==> config.mk <==
export PLATFORM = sky130hd
export DESIGN_NAME = multicycle_datapath
export DESIGN_NICKNAME = d
export VERILOG_FILES = /design/src/rtl/multicycle_datapath_pkg.sv /design/src/rtl/mc_reg_file.sv /design/src/rtl/multicycle_datapath.sv
export SDC_FILE = /design/constraint.sdc
export NUM_CORES = 1
export LEC_CHECK = 0
export CORE_MARGIN = 2
export CORE_UTILIZATION = 50
export DETAILED_ROUTE_END_ITERATION = 10
export GPL_ROUTABILITY_DRIVEN = 0
export PLACE_DENSITY_LB_ADDON = 0.08
export SYNTH_ARGS = -nofsm -noshare
export SYNTH_HDL_FRONTEND = slang
export SYNTH_SLANG_ARGS = --single-unit
export TNS_END_PERCENT = 30
==> constraint.sdc <==
create_clock -name clk -period 18.15 [get_ports clk]
set_input_delay 4.5375 -clock clk [delete_from_list [all_inputs] [get_ports clk]]
set_output_delay 4.5375 -clock clk [all_outputs]
set_load 0.05 [all_outputs]
==> src/rtl/multicycle_datapath_pkg.sv <==
// rtl/multicycle_datapath_pkg.sv - shared types and helpers for the multicycle datapath
package multicycle_datapath_pkg;

    typedef enum logic [2:0] {
        ST_FETCH  = 3'd0,
        ST_DECODE = 3'd1,
        ST_EXEC   = 3'd2,
        ST_MEM    = 3'd3,
        ST_WB     = 3'd4,
        ST_HALT   = 3'd5
    } state_e;

    // Encoding presented by the external decoder on ALUop
    typedef enum logic [1:0] {
        ALUOP_ADD = 2'd0,
        ALUOP_SUB = 2'd1,
        ALUOP_AND = 2'd2,
        ALUOP_OR  = 2'd3
    } aluop_e;

    // Internal ALU function select
    typedef enum logic [2:0] {
        ALU_AND = 3'b000,
        ALU_OR  = 3'b001,
        ALU_ADD = 3'b010,
        ALU_SUB = 3'b110
    } alu_ctrl_e;

    typedef enum logic [2:0] {
        BR_EQ  = 3'd0,
        BR_NE  = 3'd1,
        BR_LT  = 3'd2,
        BR_LE  = 3'd3,
        BR_GT  = 3'd4,
        BR_GE  = 3'd5,
        BR_NV6 = 3'd6,
        BR_NV7 = 3'd7
    } br_cond_e;

    typedef struct packed {
        logic   regwdst;
        logic   alusrc;
        logic   mem2reg;
        logic   regw_en;
        logic   memr;
        logic   memw;
        logic   b;
        logic   jmp;
        logic   hlt;
        logic   imm;
        logic   upd_flag;
        aluop_e aluop;
    } ctrl_t;

    localparam int INSTR_W = 16;

    // Branch target computation always needs an add, whatever ALUop says
    function automatic alu_ctrl_e alu_ctrl_of(input aluop_e op, input logic is_branch);
        alu_ctrl_e c;
        c = ALU_ADD;
        if (!is_branch) begin
            case (op)
                ALUOP_ADD: c = ALU_ADD;
                ALUOP_SUB: c = ALU_SUB;
                ALUOP_AND: c = ALU_AND;
                ALUOP_OR:  c = ALU_OR;
                default:   c = ALU_ADD;
            endcase
        end
        return c;
    endfunction

    function automatic logic branch_taken(input logic [2:0] cond, input logic z, input logic n);
        logic t;
        t = 1'b0;
        case (br_cond_e'(cond))
            BR_EQ:   t = z;
            BR_NE:   t = !z;
            BR_LT:   t = n;
            BR_LE:   t = n | z;
            BR_GT:   t = !n & !z;
            BR_GE:   t = !n;
            default: t = 1'b0;
        endcase
        return t;
    endfunction

endpackage

==> src/rtl/mc_reg_file.sv <==
// rtl/mc_reg_file.sv - register file, two async read ports and one sync write port
module mc_reg_file
    import multicycle_datapath_pkg::*;
#(
    parameter int DATA_W = 16,
    parameter int NREGS  = 8
) (
    input  logic              clk,
    input  logic              rst,
    input  logic [2:0]        ra_addr,
    output logic [DATA_W-1:0] ra_data,
    input  logic [2:0]        rb_addr,
    output logic [DATA_W-1:0] rb_data,
    input  logic              we,
    input  logic [2:0]        wa,
    input  logic [DATA_W-1:0] wd
);

    // Storage spans the full 3-bit index space; entries at NREGS and above never load
    logic [DATA_W-1:0] regs [8];

    always_ff @(posedge clk or posedge rst) begin
        if (rst) begin
            for (int i = 0; i < 8; i++) begin
                regs[i] <= '0;
            end
        end else if (we && (int'(wa) < NREGS)) begin
            regs[wa] <= wd;
        end
    end

    assign ra_data = (int'(ra_addr) < NREGS) ? regs[ra_addr] : '0;
    assign rb_data = (int'(rb_addr) < NREGS) ? regs[rb_addr] : '0;

endmodule

==> src/rtl/multicycle_datapath.sv <==
// rtl/multicycle_datapath.sv - multicycle FETCH/DECODE/EXEC/MEM/WB datapath with single-port memory
module multicycle_datapath
    import multicycle_datapath_pkg::*;
#(
    parameter int DATA_W = 16,
    parameter int NREGS  = 8,
    parameter int PC_INC = 2
) (
    input  logic              clk,
    input  logic              rst,
    input  logic              regwdst,
    input  logic              ALUsrc,
    input  logic              mem2reg,
    input  logic              regw_en,
    input  logic              memr,
    input  logic              memw,
    input  logic              b,
    input  logic              jmp,
    input  logic              hlt,
    input  logic              imm,
    input  logic              upd_flag,
    input  logic [1:0]        ALUop,
    output logic [3:0]        opcode,
    output logic              mem_req,
    output logic              mem_we,
    output logic [DATA_W-1:0] mem_addr,
    output logic [DATA_W-1:0] mem_wdata,
    input  logic [DATA_W-1:0] mem_rdata,
    input  logic              mem_ack,
    output logic [DATA_W-1:0] pc_current,
    output logic [2:0]        state,
    output logic              retire,
    output logic              halted
);

    localparam logic [DATA_W-1:0] PC_STEP = DATA_W'(PC_INC);

    state_e               state_q, state_d;
    logic [INSTR_W-1:0]   instr_q;
    ctrl_t                ctrl_q, ctrl_in;
    logic [DATA_W-1:0]    a_q, b_q, alu_q, ld_q;
    logic                 z_q, n_q;

    logic [DATA_W-1:0]    rd_a, rd_b;
    logic [DATA_W-1:0]    pc_inc, imm_sext, imm_zext, jmp_target;
    logic [DATA_W-1:0]    alu_a, alu_b, alu_res;
    logic                 taken;
    logic                 rf_we;
    logic [2:0]           rf_wa;
    logic [DATA_W-1:0]    rf_wd;

    assign opcode     = instr_q[15:12];
    assign state      = state_q;
    assign halted     = (state_q == ST_HALT);
    assign mem_wdata  = b_q;
    assign pc_inc     = pc_current + PC_STEP;
    assign imm_sext   = {{(DATA_W-6){instr_q[5]}}, instr_q[5:0]};
    assign imm_zext   = {{(DATA_W-9){1'b0}}, instr_q[8:0]};
    assign jmp_target = {pc_inc[DATA_W-1:13], instr_q[11:0], 1'b0};

    always_comb begin
        ctrl_in          = '0;
        ctrl_in.regwdst  = regwdst;
        ctrl_in.alusrc   = ALUsrc;
        ctrl_in.mem2reg  = mem2reg;
        ctrl_in.regw_en  = regw_en;
        ctrl_in.memr     = memr;
        ctrl_in.memw     = memw;
        ctrl_in.b        = b;
        ctrl_in.jmp      = jmp;
        ctrl_in.hlt      = hlt;
        ctrl_in.imm      = imm;
        ctrl_in.upd_flag = upd_flag;
        ctrl_in.aluop    = aluop_e'(ALUop);
    end

    mc_reg_file #(
        .DATA_W (DATA_W),
        .NREGS  (NREGS)
    ) u_rf (
        .clk     (clk),
        .rst     (rst),
        .ra_addr (instr_q[11:9]),
        .ra_data (rd_a),
        .rb_addr (instr_q[8:6]),
        .rb_data (rd_b),
        .we      (rf_we),
        .wa      (rf_wa),
        .wd      (rf_wd)
    );

    always_comb begin
        alu_a   = ctrl_q.b ? pc_inc : a_q;
        alu_b   = (ctrl_q.b || ctrl_q.alusrc) ? imm_sext : b_q;
        alu_res = '0;
        case (alu_ctrl_of(ctrl_q.aluop, ctrl_q.b))
            ALU_ADD: alu_res = alu_a + alu_b;
            ALU_SUB: alu_res = alu_a - alu_b;
            ALU_AND: alu_res = alu_a & alu_b;
            ALU_OR:  alu_res = alu_a | alu_b;
            default: alu_res = alu_a + alu_b;
        endcase
        taken = branch_taken(instr_q[11:9], z_q, n_q);
    end

    always_comb begin
        rf_we = (state_q == ST_WB) && ctrl_q.regw_en;
        rf_wa = ctrl_q.imm ? instr_q[11:9] : (ctrl_q.regwdst ? instr_q[5:3] : instr_q[8:6]);
        rf_wd = ctrl_q.imm ? imm_zext : (ctrl_q.mem2reg ? ld_q : alu_q);
    end

    always_ff @(posedge clk or posedge rst) begin
        if (rst) begin
            state_q <= ST_FETCH;
        end else begin
            state_q <= state_d;
        end
    end

    always_comb begin
        state_d  = state_q;
        mem_req  = 1'b0;
        mem_we   = 1'b0;
        mem_addr = pc_current;
        retire   = 1'b0;
        case (state_q)
            ST_FETCH: begin
                mem_req = 1'b1;
                if (mem_ack) state_d = ST_DECODE;
            end
            ST_DECODE: state_d = ST_EXEC;
            ST_EXEC: begin
                if (ctrl_q.hlt) begin
                    state_d = ST_HALT;
                    retire  = 1'b1;
                end else if (ctrl_q.jmp || ctrl_q.b) begin
                    state_d = ST_FETCH;
                    retire  = 1'b1;
                end else if (ctrl_q.memr || ctrl_q.memw) begin
                    state_d = ST_MEM;
                end else begin
                    state_d = ST_WB;
                end
            end
            ST_MEM: begin
                mem_req  = 1'b1;
                mem_we   = ctrl_q.memw;
                mem_addr = alu_q;
                if (mem_ack) begin
                    if (ctrl_q.memw) begin
                        state_d = ST_FETCH;
                        retire  = 1'b1;
                    end else begin
                        state_d = ST_WB;
                    end
                end
            end
            ST_WB: begin
                state_d = ST_FETCH;
                retire  = 1'b1;
            end
            ST_HALT: state_d = ST_HALT;
            default: state_d = ST_FETCH;
        endcase
    end

    always_ff @(posedge clk or posedge rst) begin
        if (rst) begin
            pc_current <= '0;
            instr_q    <= '0;
            ctrl_q     <= '0;
            a_q        <= '0;
            b_q        <= '0;
            alu_q      <= '0;
            ld_q       <= '0;
            z_q        <= 1'b0;
            n_q        <= 1'b0;
        end else begin
            case (state_q)
                ST_FETCH: begin
                    if (mem_ack) instr_q <= mem_rdata[INSTR_W-1:0];
                end
                ST_DECODE: begin
                    ctrl_q <= ctrl_in;
                    a_q    <= rd_a;
                    b_q    <= rd_b;
                end
                ST_EXEC: begin
                    alu_q <= alu_res;
                    if (ctrl_q.upd_flag) begin
                        z_q <= (alu_res == '0);
                        n_q <= alu_res[DATA_W-1];
                    end
                    // Branch uses the result being latched into alu_q this same cycle
                    if (!ctrl_q.hlt) begin
                        if (ctrl_q.jmp)    pc_current <= jmp_target;
                        else if (ctrl_q.b) pc_current <= taken ? alu_res : pc_inc;
                    end
                end
                ST_MEM: begin
                    if (mem_ack) begin
                        if (ctrl_q.memw) pc_current <= pc_inc;
                        else             ld_q       <= mem_rdata;
                    end
                end
                ST_WB: pc_current <= pc_inc;
                default: ;
            endcase
        end
    end

endmodule

[Word-level counts from Yosys, hierarchy flattened]
Index checks and enable logic that the tools add are counted.
Operators by class
  $add $sub $neg: 3
  magnitude comparators: 4
  equality and inequality tests: 20
  mux-type cells: 41
  bitwise gates (word level): 8
  reduce and logical (&&, ||, !) cells: 19
Operator list (number)
  $mux 16: 16
  $bwmux 128: 1
  $bmux 16 s3: 2
  $pmux 16 s3: 2
  $demux 16 s3: 1
  $mux 3: 9
  $add 16x16->16: 1
  $add 16x2->16 const B: 1
  $and 16x16->16: 1
  $logic_not 16->1: 1
  $or 16x16->16: 1
  $sub 16x16->16: 1
  $eq 3x3->1 const B: 5
  $pmux 3 s5: 1
  $eq 3x2->1 const B: 4
  $ge 4x4->1 const B: 3
  $not 3->4: 3
  $pmux 3 s4: 1
  $eq 3x1->1 const B: 3
  $logic_not 3->1: 3
  $ne 2x2->1 const B: 4
  $mux 1: 6
  $pmux 1 s6: 1
  $reduce_and 2->1: 3
  16 further kinds: 21
Storage, ports and cells
  flip-flop bits (word level): 242
  output and inout bits: 59
  logic and storage cells: 124

[Logic depth before layout (Yosys ltp)]
Gate-level depths: netlist of the first run.
  word-level depth: 10
  mapped depth: 18

[Cells and area by module]
From an unflattened synthesis of the first run, not the netlist that was laid out.
Second synthesis, totals
  cell total of the unflattened synthesis: 1230
  area total of the unflattened synthesis: 14755.4 µm²
Modules (own cells, without submodules)
  multicycle_datapath: times used 1, cells an instance 834, area an instance 7673.6 µm²
  mc_reg_file: times used 1, cells an instance 396, area an instance 7081.8 µm²

[Least setup slack after synthesis of the first run]
OpenSTA, ideal clock, no wires.
  path type: in2out
  start: in mem_ack
  end: out retire
  arrival: 5.140 ns
  slack: 8.472 ns
  stages on the path: 2
  buffers on the path: 0
  cells stage by stage: nand2_1 > o21ai_0
Between the ends
  cells in the longest elaborated chain, start to end: 2
Ends and longest elaborated chain
  from (decl): line multicycle_datapath.sv:29  | input logic mem_ack,
  $mux 1: line multicycle_datapath.sv:149  | if (mem_ack) begin
  $pmux 1 s3: line multicycle_datapath.sv:126  | case (state_q)
  to (decl): line multicycle_datapath.sv:32  | output logic retire,
Every way passes these cells.

[Worst setup path after layout of the first run]
Ends and elaborated chain as after synthesis.

==> metrics list, run 1 <==
- The tool flagged a number of max-cap violations equal to 0.
* Antenna Nets Post-Route: 0
* Combinational family with the most area after synthesis: multiplexers
- After the flow finishes, the layout carries non-filler instances totaling approximately 1600.
- Counting stages on the worst path, the most repeated cell is sky130_fd_sc_hd__clkdlybuf4s50_1.
- Measured against the total synthesized area, the mux share comes to 0.3044.
- Sum of negative setup slack: 0 ps
- Counting flops with a built-in enable in the synthesized netlist gives 0.
- Along the worst hold path, the cell count comes to 1.
- The kind of cell with the highest combined delay along the critical path is buffers and inverters.
- CTS saw between 200 and 250 sinks.
- The worst register-to-register path has a setup slack of between 10000 and 15000 ps.
- After detailed routing, the number of remaining DRC violations is 0.
- Of all nets on the critical path, the largest fanout is 6.
- For this run, the number of Yosys warnings is 0.
- After technology mapping, the gate count stands at approximately 1200.
- For met1 alone, demand over resource in global routing was 0.3931.
- For this run, the slowest stage of the critical path takes 830 ps.
* Die Y: approximately 170 um
* Synthesized net count: 1247
* Number of vias after detailed routing: ~10000
- Hpwl dp: ~27000 um
* Cell taking the most area after synthesis: sky130_fd_sc_hd__dfrtp_1
* Crit Path Category: input pin to primary output
* # nets final: 1313
- GR met3 Demand/Resource: 0.02628
- Hold crit path type: flop to flop
- Netlist cell types: between 60 and 70
* Number of fill cells: between 2000 and 2500
- Core region area: roughly 27000 um^2
- In this run the number of H-tree levels came out at 1.
- Total setup violations reported at the end of the flow: 0
* Area of the multi-input gates: between 7000 and 8000 um^2
* Top-level I/O count: 91
- The floorplan step set the die width to about 170 um.
- Measured in cells, the most critical reg-to-reg path has a length of 16.
- Entering global routing, the biggest net connects 135 pins.
* Arr. time, crit path: 6120 ps
* CTS Buffer Depth: 3
- Worst Max-Slew Pin Slew: 1296 ps
- Post-synth design cell area: approximately 14000 um^2
* Aggregate global routing overflow: 0
* Post-Route WL: between 30000 and 40000 um
- Walking the worst path, the cells encountered are clkdlybuf4s50_1 > nand2_1 > o21ai_0 > clkdlybuf4s50_1.
- Overall Global Routing Usage: 0.2692
* Count of cells resized by post-cts repair: 0
* Achievable Freq: approximately 0.094 GHz
* Routed via count divided by cell count: approximately 6
* Sequential fraction of the synthesis area: 0.4377
- The clock period could shrink to about 11000 ps.
* Area after detailed placement: 15050 um^2
* Clock transition time at the flip-flop clock pins of the worst setup and hold paths: ~60 ps
* Simple-gate share of the synthesized area: 0.08898
* Wire length of the first global-routing pass: about 59000 um
* Max Transition Viols Final: 0
* Skew-Pair Late Insertion Delay: 560 ps
- Top-count cell post-synth: sky130_fd_sc_hd__dfrtp_1
- The floorplan has 60 rows.
- Parity-gate share of the synthesized area counting xor and xnor cells: 0.02215
- The die covers 29020 um^2.
- The post-synthesis compound-gate area fraction was 0.09657.
* Post-Place Cells: ~1600
- On the critical path, the stage with the largest delay is an instance of sky130_fd_sc_hd__clkdlybuf4s50_1.
- Data on the critical path is required at its endpoint by around 14000 ps.
- Synth cell count leaders: 242 x sky130_fd_sc_hd__dfrtp_1, 194 x sky130_fd_sc_hd__mux2_2, 102 x sky130_fd_sc_hd__nor2_1
- Area used by sequential logic in the layout: approximately 6100 um^2
- Number of CTS-inserted buffers: 27
- The via count of the first global-routing pass was roughly 9600.
- Syn Area/Cell: ~12 um^2
- The number of hold buffers added after CTS was 0.
* Antenna violations before repair: 0
- Worst relative slew slack: 0.1271
- The worst hold path terminates at ld_q[6].
- Synthesis inferred 242 register bits.
- Adder and majority gate portion of the synthesized area: 0.02351
- Of the available clock period, the critical path in the final layout requires 0.5874.
- Most area-consuming cells after synthesis: sky130_fd_sc_hd__dfrtp_1 44%, sky130_fd_sc_hd__mux2_2 16%, sky130_fd_sc_hd__mux4_2 10%
- For this run, the leading register cell type out of synthesis is sky130_fd_sc_hd__dfrtp_1.
- Once layout is done, the placed cells without fillers occupy about 16000 um^2.
* Critical R2R Launch: ctrl_q[6]
- TritonCTS clock tree: yes
* Type of origin of the critical path: input pin
* Area fraction of the dominant cell type after synthesis: 0.4377
- Of the cells placed in the final design, the portion with a size suffix greater than 1 is 0.2676.
- Unrepaired setup endpoints after global routing: no
- Dividing the detail-routed wire length by the instance count gives approximately 24 um.
* FF-to-FF End: pc_current[12]
- The number of antenna diodes in the final layout is 0.
* Clock root buffer master: sky130_fd_sc_hd__clkbuf_16
- The startpoint identified for the worst hold timing path is ld_q[6].
- Port Buf Inserts: 90
* Gr busiest metal: met2
* Worst clock skew: 19.39 ps
- For this run, global-route usage on met2 was measured as 0.4302.
- Together, buffers and inverters on the worst path number 2.
- The total count of hold-check failures in the final report was 0.
- Initial cell density of the core: 0.5120
- The flow ran to the end, and the final reports show no timing, DRC or antenna violations.
* Proportion of register bits with asynchronous set or reset after synthesis: 1.000
* Crit. End Element: primary output
* Detailed-router iteration count before antenna repair: 5
- Post-CTS Setup Repair Bufs: 0
- First DRT Iteration DRCs: between 800 and 900
- The area growth from synthesis to layout is 15.25%.
## worst max-delay path by stage
stage / from / end / slack, ps / cells after the start
global route: mem_ack / retire / 7410 / 4
CTS: mem_ack / retire / 7480 / 4
global placement: mem_ack / retire / 7500 / 4
detailed placement: mem_ack / retire / 7480 / 4
floorplan: rst / a_q[0] / 6970 / 1
finish: mem_ack / retire / 7490 / 4
## cell families (layout without fill, tap and decap cells)
logic type               after synthesis  count (layout)
AO/OA/AOI/OAI                        222             222
XOR/XNOR                              35              35
adder cells (fa/ha/maj)               27              27
buffers and inverters                 91             177
flip-flops                           242             242
multiplexers                         316             316
AND/OR/NAND/NOR                      263             263
## registers in the layout (all words and copies together), names as in the netlist, 3 cells and up
signal	count
pc_current	16
state	3
alu_q	16
a_q	16
instr_q	16
ld_q	16
mem_wdata	16
u_rf.regs	128
ctrl_q	13
## stage by stage
stage               hold WS [ps]    util  worst slack [ps]
global placement           489.3  0.5567              7498
floorplan                  463.3       -              6968
global route               517.3  0.5900              7414
finish                     508.4  0.5900              7489
detailed placement         495.8  0.5567              7483
CTS                        509.4  0.5900              7483
## placed cells by master (no fill, tap or decap), types with 6 or more instances in the layout
cell type	n
sky130_fd_sc_hd__ha_1	18
sky130_fd_sc_hd__o21a_1	11
sky130_fd_sc_hd__nand3_1	9
sky130_fd_sc_hd__a31oi_1	12
sky130_fd_sc_hd__maj3_1	8
sky130_fd_sc_hd__nand2_1	72
sky130_fd_sc_hd__clkbuf_1	6
sky130_fd_sc_hd__o21ai_0	61
sky130_fd_sc_hd__dfrtp_1	238
sky130_fd_sc_hd__clkdlybuf4s50_1	90
sky130_fd_sc_hd__nand4_1	7
sky130_fd_sc_hd__inv_1	14
sky130_fd_sc_hd__mux2_2	194
sky130_fd_sc_hd__and3_1	9
sky130_fd_sc_hd__nor4_1	6
sky130_fd_sc_hd__clkbuf_8	9
sky130_fd_sc_hd__nor2b_1	7
sky130_fd_sc_hd__buf_4	23
sky130_fd_sc_hd__a21o_1	12
sky130_fd_sc_hd__clkbuf_16	27
sky130_fd_sc_hd__mux4_2	64
sky130_fd_sc_hd__mux2i_1	57
sky130_fd_sc_hd__a21oi_1	85
sky130_fd_sc_hd__xor2_1	13
sky130_fd_sc_hd__or3_1	9
sky130_fd_sc_hd__xnor2_1	22
sky130_fd_sc_hd__nand2b_1	14
sky130_fd_sc_hd__a221oi_1	6
sky130_fd_sc_hd__nor2_1	102
## per-layer routing
layer | up-vias | part of all wire
met5 | - | 0
met4 | 0 | 0.029
met3 | 65 | 0.053
li1 | 4552 | -
met2 | 292 | 0.47
met1 | 5126 | 0.45
## final cells by class
class	instances	area share
clock inverter	7	0.004943
multi-input combinational	863	0.4654
clock buffer	42	0.05155
inverter	15	0.004002
tap	341	0.02676
sequential	242	0.3801
timing repair buffer	113	0.06732
Power of run 1 is left out: the tool's default activity adds up to more than one toggle a clock period on the data nets, which glitch-free logic cannot reach.
==> run 2: changes to the inputs <==
Clock period 18.15 ns to 10.24 ns, I/O delays scaled along.
==> run 2 against run 1 <==
  * First-iteration DRC count down 7.0%
  * Sequential cell count unchanged
  * Global-route usage up 0.30 points
  * Critical path depth unchanged
  * Non-clock buffer count down 2
  * Utilization up 0.36 points
  * Largest cell class unchanged
==> metrics list, run 2 (synthesized netlist as in run 1, its figures left out) <==
* Register containing the most flip-flops in the final layout: u_rf.regs
- The overall die width came to 170.4 um (unchanged).
- The number of vias per cell was 6.187 (about the same).
- The final clock skew came to 12.80 ps (-6.592 ps).
- The ratio of cells with drive above 1 in the final layout is 0.2683 (+0.0007800).
* Initial cell density of the core: 0.5120 (unchanged)
- The net count of the finished layout came to 1312 (-0.076%).
- The transition time at the pin with the least slew margin is 1159 ps (-136.8 ps).
- Register-to-Register Setup Slack: 5100 ps (-8200 ps)
- Number of H-tree branching levels: 1 (unchanged)
- Overall Global Routing Usage: 0.2722 (+0.003029)
- Of the available clock period, the critical path in the final layout requires 0.6533.
* Area growth syn-to-layout: 15.94%
- The number of port buffers is 90 (unchanged).
- The utilization after layout is 0.5936 (+0.003565).
* Clock root buffer master: sky130_fd_sc_hd__clkbuf_16
- The count of max-cap constraint violations came to 0 (unchanged).
- Critical R2R Launch: ctrl_q[6]
- Aggregate global routing overflow: 0 (unchanged)
- Time the final worst path needs with I/O delays and setup: 6690 ps
- Setup repair after global routing left no endpoint under its margin.
* Core region area: 27030 um^2 (unchanged)
- The area enclosed by the die boundary was 29020 um^2 (unchanged).
* CTS Buffer Depth: 3 (unchanged)
* Crit. End Element: primary output
- Arr. time, crit path: 4130 ps (-1990 ps)
* Post-CTS Setup Repair Bufs: 0 (unchanged)
- Die Y: 170.4 um (unchanged)
- Count of antenna diodes in the layout: 0 (unchanged)
- Max reg flops: 128 (unchanged)
- First DRT Iteration DRCs: 768 (-7.0%)
- Clock tree sinks: 242 (unchanged)
* Worst relative slew slack: 0.2193 (+0.09216)
* Via count of the first global-routing pass: 9747 (+1.9%)
* Max Transition Viols Final: 0 (unchanged)
* Origin of the worst setup path: mem_ack
- Top library cells by usage in the layout, fill and taps aside: 238 x sky130_fd_sc_hd__dfrtp_1, 194 x sky130_fd_sc_hd__mux2_2, 102 x sky130_fd_sc_hd__nor2_1
* Wire length of the first global-routing pass: 59240 um (+0.94%)
* Type of origin of the critical path: input pin
- The post-cts repair resize count came to 0 (unchanged).
* FF-to-FF End: z_q
- The total length of routed wires is 38600 um (+0.64%).
* Run status: finished, final reports clean
- Final hold violation count: 0 (unchanged)
- Crit Path Category: input pin to primary output
- The hold buffer count at CTS is 0 (unchanged).
* Average wire per cell in the routed design: 23.79 um (+0.64%)
* Sum of negative setup slack: 0 ps (unchanged)
* Row count: 60 (unchanged)
- Clock transition time at the flip-flop clock pins of the worst setup and hold paths: 60 ps (about the same)
- Largest driver fanout on the critical path: 6 (unchanged)
- The largest net degree at the start of global routing is 97 (-28%).
* Antenna violations before repair: 0 (unchanged)
* Top-level I/O count: 91 (unchanged)
- Leaving out fill and tap cells, the most frequent cell in the layout is sky130_fd_sc_hd__dfrtp_1.
- Antenna Nets Post-Route: 0 (unchanged)
- Hpwl dp: 26580 um (-0.71%)
* Number of CTS-inserted buffers: 28 (+3.7%)
* Total setup violations reported at the end of the flow: 0 (unchanged)
- The worst reg-to-reg path cell count is 14 (-2).
- Detailed-router iteration count before antenna repair: 5 (unchanged)
* Hold crit path type: flop to flop
- The DRC violations left came to 0 (unchanged).
- Achievable Freq: around 0.15 GHz
- The number of vias after detailed routing is 10040 (+0.060%).
- Following the worst setup path forward leads to its endpoint at retire.
- Worst path required time: 7680 ps (-5930 ps)
- TritonCTS clock tree: yes
- Skew-Pair Late Insertion Delay: 540 ps (-20 ps)
-- run 2: per-layer routing --
metal,global-route usage,part of all wire,vias up
met3,0.04163,0.065,75
met4,0.08844,0.028,0
met2,0.4420,0.47,330
met5,0,0,-
li1,-,-,4556
met1,0.3774,0.44,5080
-- run 2: metrics by stage --
step	cell area (um^2)	worst slack (ps)	cells	hold WS, ps
after global routing	16040	3474	1623	524.4
after global placement	15030	3563	1572	490.4
after detailed placement	15030	3558	1572	494.7
final	16040	3550	1623	505.2
after floorplan	13840	1035	1196	463.3
after CTS	16040	3559	1623	507.5
-- run 2: worst max-delay path, cell delays in order --
cell	delay, ps
sky130_fd_sc_hd__clkdlybuf4s50_1	550
sky130_fd_sc_hd__nand2_1	110
sky130_fd_sc_hd__o21ai_0	80
sky130_fd_sc_hd__clkdlybuf4s50_1	820
-- run 2: worst min path at each step --
| stage | from | endpoint | slack (ps) | depth (start not counted) |
|---|---|---|---|---|
| final | instr_q[13] | instr_q[13] | 510 | 1 |
| after global routing | ld_q[15] | ld_q[15] | 520 | 1 |
| after floorplan | alu_q[6] | alu_q[6] | 460 | 2 |
| after CTS | instr_q[13] | instr_q[13] | 510 | 1 |
| after global placement | ld_q[14] | ld_q[14] | 490 | 1 |
| after detailed placement | instr_q[13] | instr_q[13] | 490 | 1 |
-- run 2: cell type report --
type	count	area (um^2)
clock buffers	40	827.0
clock inverters	11	185.2
fillers	2196	10980
inverters	15	63.81
multi-input cells	863	7421
flip-flops and latches	242	6061
well taps	341	426.7
repair buffers	111	1059
Power of run 2 is left out for the same reason.
==> run 3: changes to the inputs <==
Clock period 10.24 ns to 6.25 ns, I/O delays scaled along.
==> run 3 against run 2 <==
  * Hold slack improved by 1.2 ps
  * Routed wire length rose by 0.42%
  * Global-route usage rose by 0.40 points
  * Via count fell by 0.40%
  * Non-clock buffer count rose by 3
  * Count of clock-buffer cells in the layout rose by 3
  * Critical path type unchanged
==> metrics list, run 3 (synthesized netlist as in run 1, its figures left out) <==
* Type of origin of the critical path: input pin
- The overall die width is 170.4 um (unchanged).
* Core region area: 27030 um^2 (unchanged)
* Time the final worst path needs with I/O delays and setup: 4709 ps
- Clock tree sinks: 242 (unchanged)
- The min-delay analysis places its worst path in the category flop to flop.
* Aggregate global routing overflow: 0 (unchanged)
- The total length of routed wires was 38770 um (+0.42%).
- Number of logic stages on the critical path including buffering: 4 (unchanged)
* Top library cells by usage in the layout, fill and taps aside: 238 x sky130_fd_sc_hd__dfrtp_1, 194 x sky130_fd_sc_hd__mux2_2, 102 x sky130_fd_sc_hd__nor2_1
- Share of final-layout standard cells stronger than drive strength 1: 0.2667 (-0.001612)
- The number of vias after detailed routing is 10000 (-0.40%).
- Detailed-router iteration count before antenna repair: 5 (unchanged)
- Unrepaired setup endpoints after global routing: no
* Commonest non-fill, non-tap cell in the layout: sky130_fd_sc_hd__dfrtp_1
* Smallest setup slack after layout: 1541 ps (-2009 ps)
- Largest driver fanout on the critical path: 6 (unchanged)
- # nets final: 1315 (+0.23%)
- Remaining routing DRC violations: 0 (unchanged)
- Worst Max-Slew Pin Slew: 1170 ps (+11.61 ps)
* Slowest stage delay, CP: 820 ps (about the same)
* Arr. time, crit path: 3150 ps (-980 ps)
* Worst setup slack after placement: 1549 ps (-2009 ps)
* Overall Global Routing Usage: 0.2762 (+0.003988)
* Initial cell density of the core: 0.5120 (unchanged)
* Wire length of the first global-routing pass: 60440 um (+2.0%)
- The largest individual stage delay along the critical path comes from the cell sky130_fd_sc_hd__clkdlybuf4s50_1.
- The number of nets still failing antenna checks after routing came to 0 (unchanged).
- In this run the critical register-to-register path is captured at z_q.
- Count of cells resized by post-cts repair: 0 (unchanged)
- From synthesis to final layout, the design area changed by 15.25%.
- First DRT Iteration DRCs: 789 (+2.7%)
- Among cell families on the critical path, the largest total delay comes from buffers and inverters.
- Register-to-Register Setup Slack: 1680 ps (-3420 ps)
* Sum of negative setup slack: 0 ps (unchanged)
* Skew-Pair Late Insertion Delay: 560 ps (+20 ps)
- The total count of hold-check failures in the final report is 0 (unchanged).
- Clock root buffer master: sky130_fd_sc_hd__clkbuf_16
- The combined buffer and inverter count along the critical path was 2 (unchanged).
- Total setup violations reported at the end of the flow: 0 (unchanged)
- Worst clock skew: 9.624 ps (-3.174 ps)
- The number of port buffers was 90 (unchanged).
- The number of placed I/O pins came to 91 (unchanged).
- Average wire per cell in the routed design: 23.81 um (+0.11%)
- The worst register-to-register path begins at ctrl_q[6].
- The number of vias per cell was 6.143 (-0.70%).
- Worst path required time: 4690 ps (-2990 ps)
- Dividing the final minimum period by the clock period gives 0.7534.
* Run status: finished, final reports clean
- The count of standard-cell rows is 60 (unchanged).
- Pin count of the biggest net entering global routing: 165 (+70%)
* Count of hold-fix buffers inserted at cts: 0 (unchanged)
- The hold-critical path depth came to 1 (unchanged).
- The cell that appears most often on the critical path is sky130_fd_sc_hd__clkdlybuf4s50_1.
* Max Transition Viols Final: 0 (unchanged)
- The count of max-cap constraint violations is 0 (unchanged).
- CTS Buffer Depth: 3 (unchanged)
- The maximum level of the CTS H-tree came to 1 (unchanged).
- Antenna violations before repair: 1 (+1)
* Die Y: 170.4 um (unchanged)
- Crit Path Category: input pin to primary output
- The number of flip-flops under the largest register name is 128 (unchanged).
- The via count of the first global-routing pass is 9891 (+1.5%).
- Last element of the critical path: retire
* Number of CTS-inserted buffers: 28 (unchanged)
- Tracing the worst setup path back leads to its startpoint at mem_ack.
* Worst relative slew slack: 0.2115 (-0.007825)
- For this run, the top clock speed supported by timing is 0.2124 GHz.
- The worst reg-to-reg path cell count came to 15 (+1).
* Register containing the most flip-flops in the final layout: u_rf.regs
- The critical path goes through clkdlybuf4s50_1 > nand2_1 > o21ai_0 > clkdlybuf4s50_1.
* Post-CTS Setup Repair Bufs: 0 (unchanged)
- The clock-pin slew reported for the worst setup and hold paths after clock tree synthesis came to 60 ps (about the same).
* TritonCTS clock tree: yes
- Crit. End Element: primary output
* Hpwl dp: 26760 um (+0.68%)
* Total Die Area: 29020 um^2 (unchanged)
-- run 3: layout make-up --
| class | count | area [um^2] |
|---|---|---|
| diodes | 1 | 2.502 |
| clock buffers | 43 | 807.0 |
| clock inverters | 9 | 76.32 |
| fillers | 2243 | 11080 |
| inverters | 15 | 60.06 |
| multi-input cells | 863 | 7421 |
| flip-flops and latches | 242 | 6061 |
| well taps | 341 | 426.7 |
| repair buffers | 114 | 1094 |
-- run 3: per-stage QoR --
stage	hold slack [ps]	area, um^2	util	cells
2_1_floorplan	463.3	13840	-	1196
3_3_place_gp	488.1	15060	0.5573	1575
3_5_place_dp	495.6	15060	0.5573	1575
4_1_cts	509.1	15950	0.5900	1627
5_1_grt	525.8	15950	0.5900	1627
6_report	506.4	15950	0.5901	1628
-- run 3: routing by layer --
layer,track usage,wire [um],vias up
met1,0.3875,17310,5045
met2,0.4433,18050,328
li1,-,-,4555
met4,0.08621,1239,0
met3,0.04395,2173,73
met5,0,0,-
-- run 3: worst min-delay path by stage --
stage | from | endpoint
floorplan | alu_q[6] | alu_q[6]
global placement | ld_q[0] | ld_q[0]
detailed placement | ld_q[13] | ld_q[13]
CTS | ld_q[10] | ld_q[10]
global route | ld_q[10] | ld_q[10]
finish | ld_q[10] | ld_q[10]
Power of run 3 is left out for the same reason.
==> edit (flow settings as in run 3) <==
`DATA_W` is set to 16 in 2 places; all go to 32.
--- a/src/rtl/mc_reg_file.sv
+++ b/src/rtl/mc_reg_file.sv
@@ -2,7 +2,7 @@
 module mc_reg_file
     import multicycle_datapath_pkg::*;
 #(
-    parameter int DATA_W = 16,
+    parameter int DATA_W = 32,
     parameter int NREGS  = 8
 ) (
     input  logic              clk,
--- a/src/rtl/multicycle_datapath.sv
+++ b/src/rtl/multicycle_datapath.sv
@@ -2,7 +2,7 @@
 module multicycle_datapath
     import multicycle_datapath_pkg::*;
 #(
-    parameter int DATA_W = 16,
+    parameter int DATA_W = 32,
     parameter int NREGS  = 8,
     parameter int PC_INC = 2
 ) (
Ports: changed (resized mem_addr, mem_rdata, mem_wdata and pc_current); port bits go from 91 to 155. The function was not compared with the original's and may differ.
==> edit against run 3 <==
Final cell count rose by 96%; cell area rose by 92%; largest cell class unchanged; register-to-register slack got worse by 1200 ps; critical endpoint is now z_q; highest routed layer unchanged; sequential cell count rose by 208; via count rose by 100%; routed wire length rose by 110%; synthesized area rose by 93%; first-iteration DRC count rose by 140%; setup slack got worse by 1100 ps; maximum frequency fell by 18%.
Power is left out: the tool's default activity adds up to more than one toggle a clock period on the data nets, which glitch-free logic cannot reach.
==> edit: results (changes against run 3) <==
- Fmax: 173 MHz (was 212 MHz)
- Synth Area in Adders: 0.0251 (was 0.0235)
- Crit-path max cell delay: 520 ps (was 820 ps)
- Nonclk inv count: 33 (was 15)
- Synth unique cells: 87 (was 61)
- Place WS: 428 ps (was 1550 ps)
- CTS Sinks: 450 (was 242)
- CP Capture Point: z_q (was retire)
- Synth area leaders: dfrtp_1 (42%), mux2_2 (14%), mux4_2 (11%), mux2i_1 (4.1%), a21oi_1 (3.2%) (was dfrtp_1 (44%), mux2_2 (16%), mux4_2 (10%), mux2i_1 (4.1%), a21oi_1 (3.1%))
- First-pass GRT wire length: 125 mm (was 60.4 mm)
- Synthesized area per cell: 11.2 um2 (was 11.6 um2)
- Fraction of area in multi-input gates: 0.478 (was 0.465)
- Buffers on Ports: 154 (was 90)
- Iteration-0 DRC Markers: 1875 (was 789)
- Worst EP arrival: 6300 ps (was 3150 ps)
- Largest delay contributor family on the critical path: compound AO/OA/AOI/OAI gates (was buffers and inverters)
- Clk root buf: clkbuf_16 (unchanged)
- Number of clock buffers in the layout: 78 (was 43)
- Xor and xnor area share after synthesis: 0.0240 (was 0.0222)
- Num CTS Buffers: 51 (was 28)
- Multiplexer area fraction after synthesis: 0.297 (was 0.304)
- WL per Instance: 25.5 um (was 23.8 um)
- Worst r2r src: ctrl_q[11] (was ctrl_q[6])
- Worst hold start: instr_q[15] (was ld_q[10])
- Setup Skew: 15.9 ps (was 9.62 ps)
- Sequential-to-total area share from yosys stat: 0.423 (was 0.438)
- Crit-path max FO: 12 (was 6)
- Initial antenna violation count: 0 (was 1)
- Clk cell area share: 0.0590 (was 0.0554)
- Layout cells sized above 1: 0.259 (was 0.267)
- Area post-placement: 0.0289 mm2 (was 0.0151 mm2)
- Dpl cells: 3097 (was 1575)
- Fillers: 4369 (was 2243)
- ANT cells: 0 (was 1)
- Seq/total area: 0.368 (was 0.380)
- Status: finished, final reports clean (unchanged)
- Drt pass-1 iters: 6 (was 5)
- Post-Route Utilization: 0.583 (was 0.590)
- Gr usage total: 0.294 (was 0.276)
- Critical path type: reg2reg (was in2out)
- Largest net degree at the start of global routing: 147 (was 165)
- Clk_lat worst skew: 610 ps (was 560 ps)
- Hpwl dp: 55.5 mm (was 26.8 mm)
- Critical-path top delay cell: a2111oi_0 (was clkdlybuf4s50_1)
- Max reg flops: 256 (was 128)
- Non-clk buf share: 0.0631 (was 0.0686)
- Hold slack: 507 ps (was 506 ps)
- Compound-Gate Fraction of Synth Area: 0.105 (was 0.0966)
[edit: changes by cell type after synthesis, moves of 27 or more]
cell / before / now
o21ai_0: 62 / 115
dfrtp_1: 242 / 450
nor2_1: 102 / 210
a21oi_1: 85 / 173
xnor2_1: 22 / 49
mux4_2: 64 / 128
clkbuf_1: 50 / 133
nand2_1: 72 / 164
mux2_2: 194 / 342
mux2i_1: 57 / 108
[edit: metal layers]
| layer | wire length, um | vias to the layer above | GRT usage |
|---|---|---|---|
| li1 | - | 8953 | - |
| met1 | 35900 | 10200 | 0.423 |
| met2 | 37500 | 720 | 0.459 |
| met3 | 5530 | 143 | 0.0527 |
| met4 | 2400 | 0 | 0.0840 |
| met5 | 0 | - | 0 |
[edit: worst min path at each step]
stage,endpoint,depth (start not counted)
final,instr_q[15],1
after global routing,ld_q[5],1
after CTS,ld_q[16],1
after detailed placement,ld_q[16],1
after global placement,u_rf.regs[216],1
after floorplan,alu_q[9],2
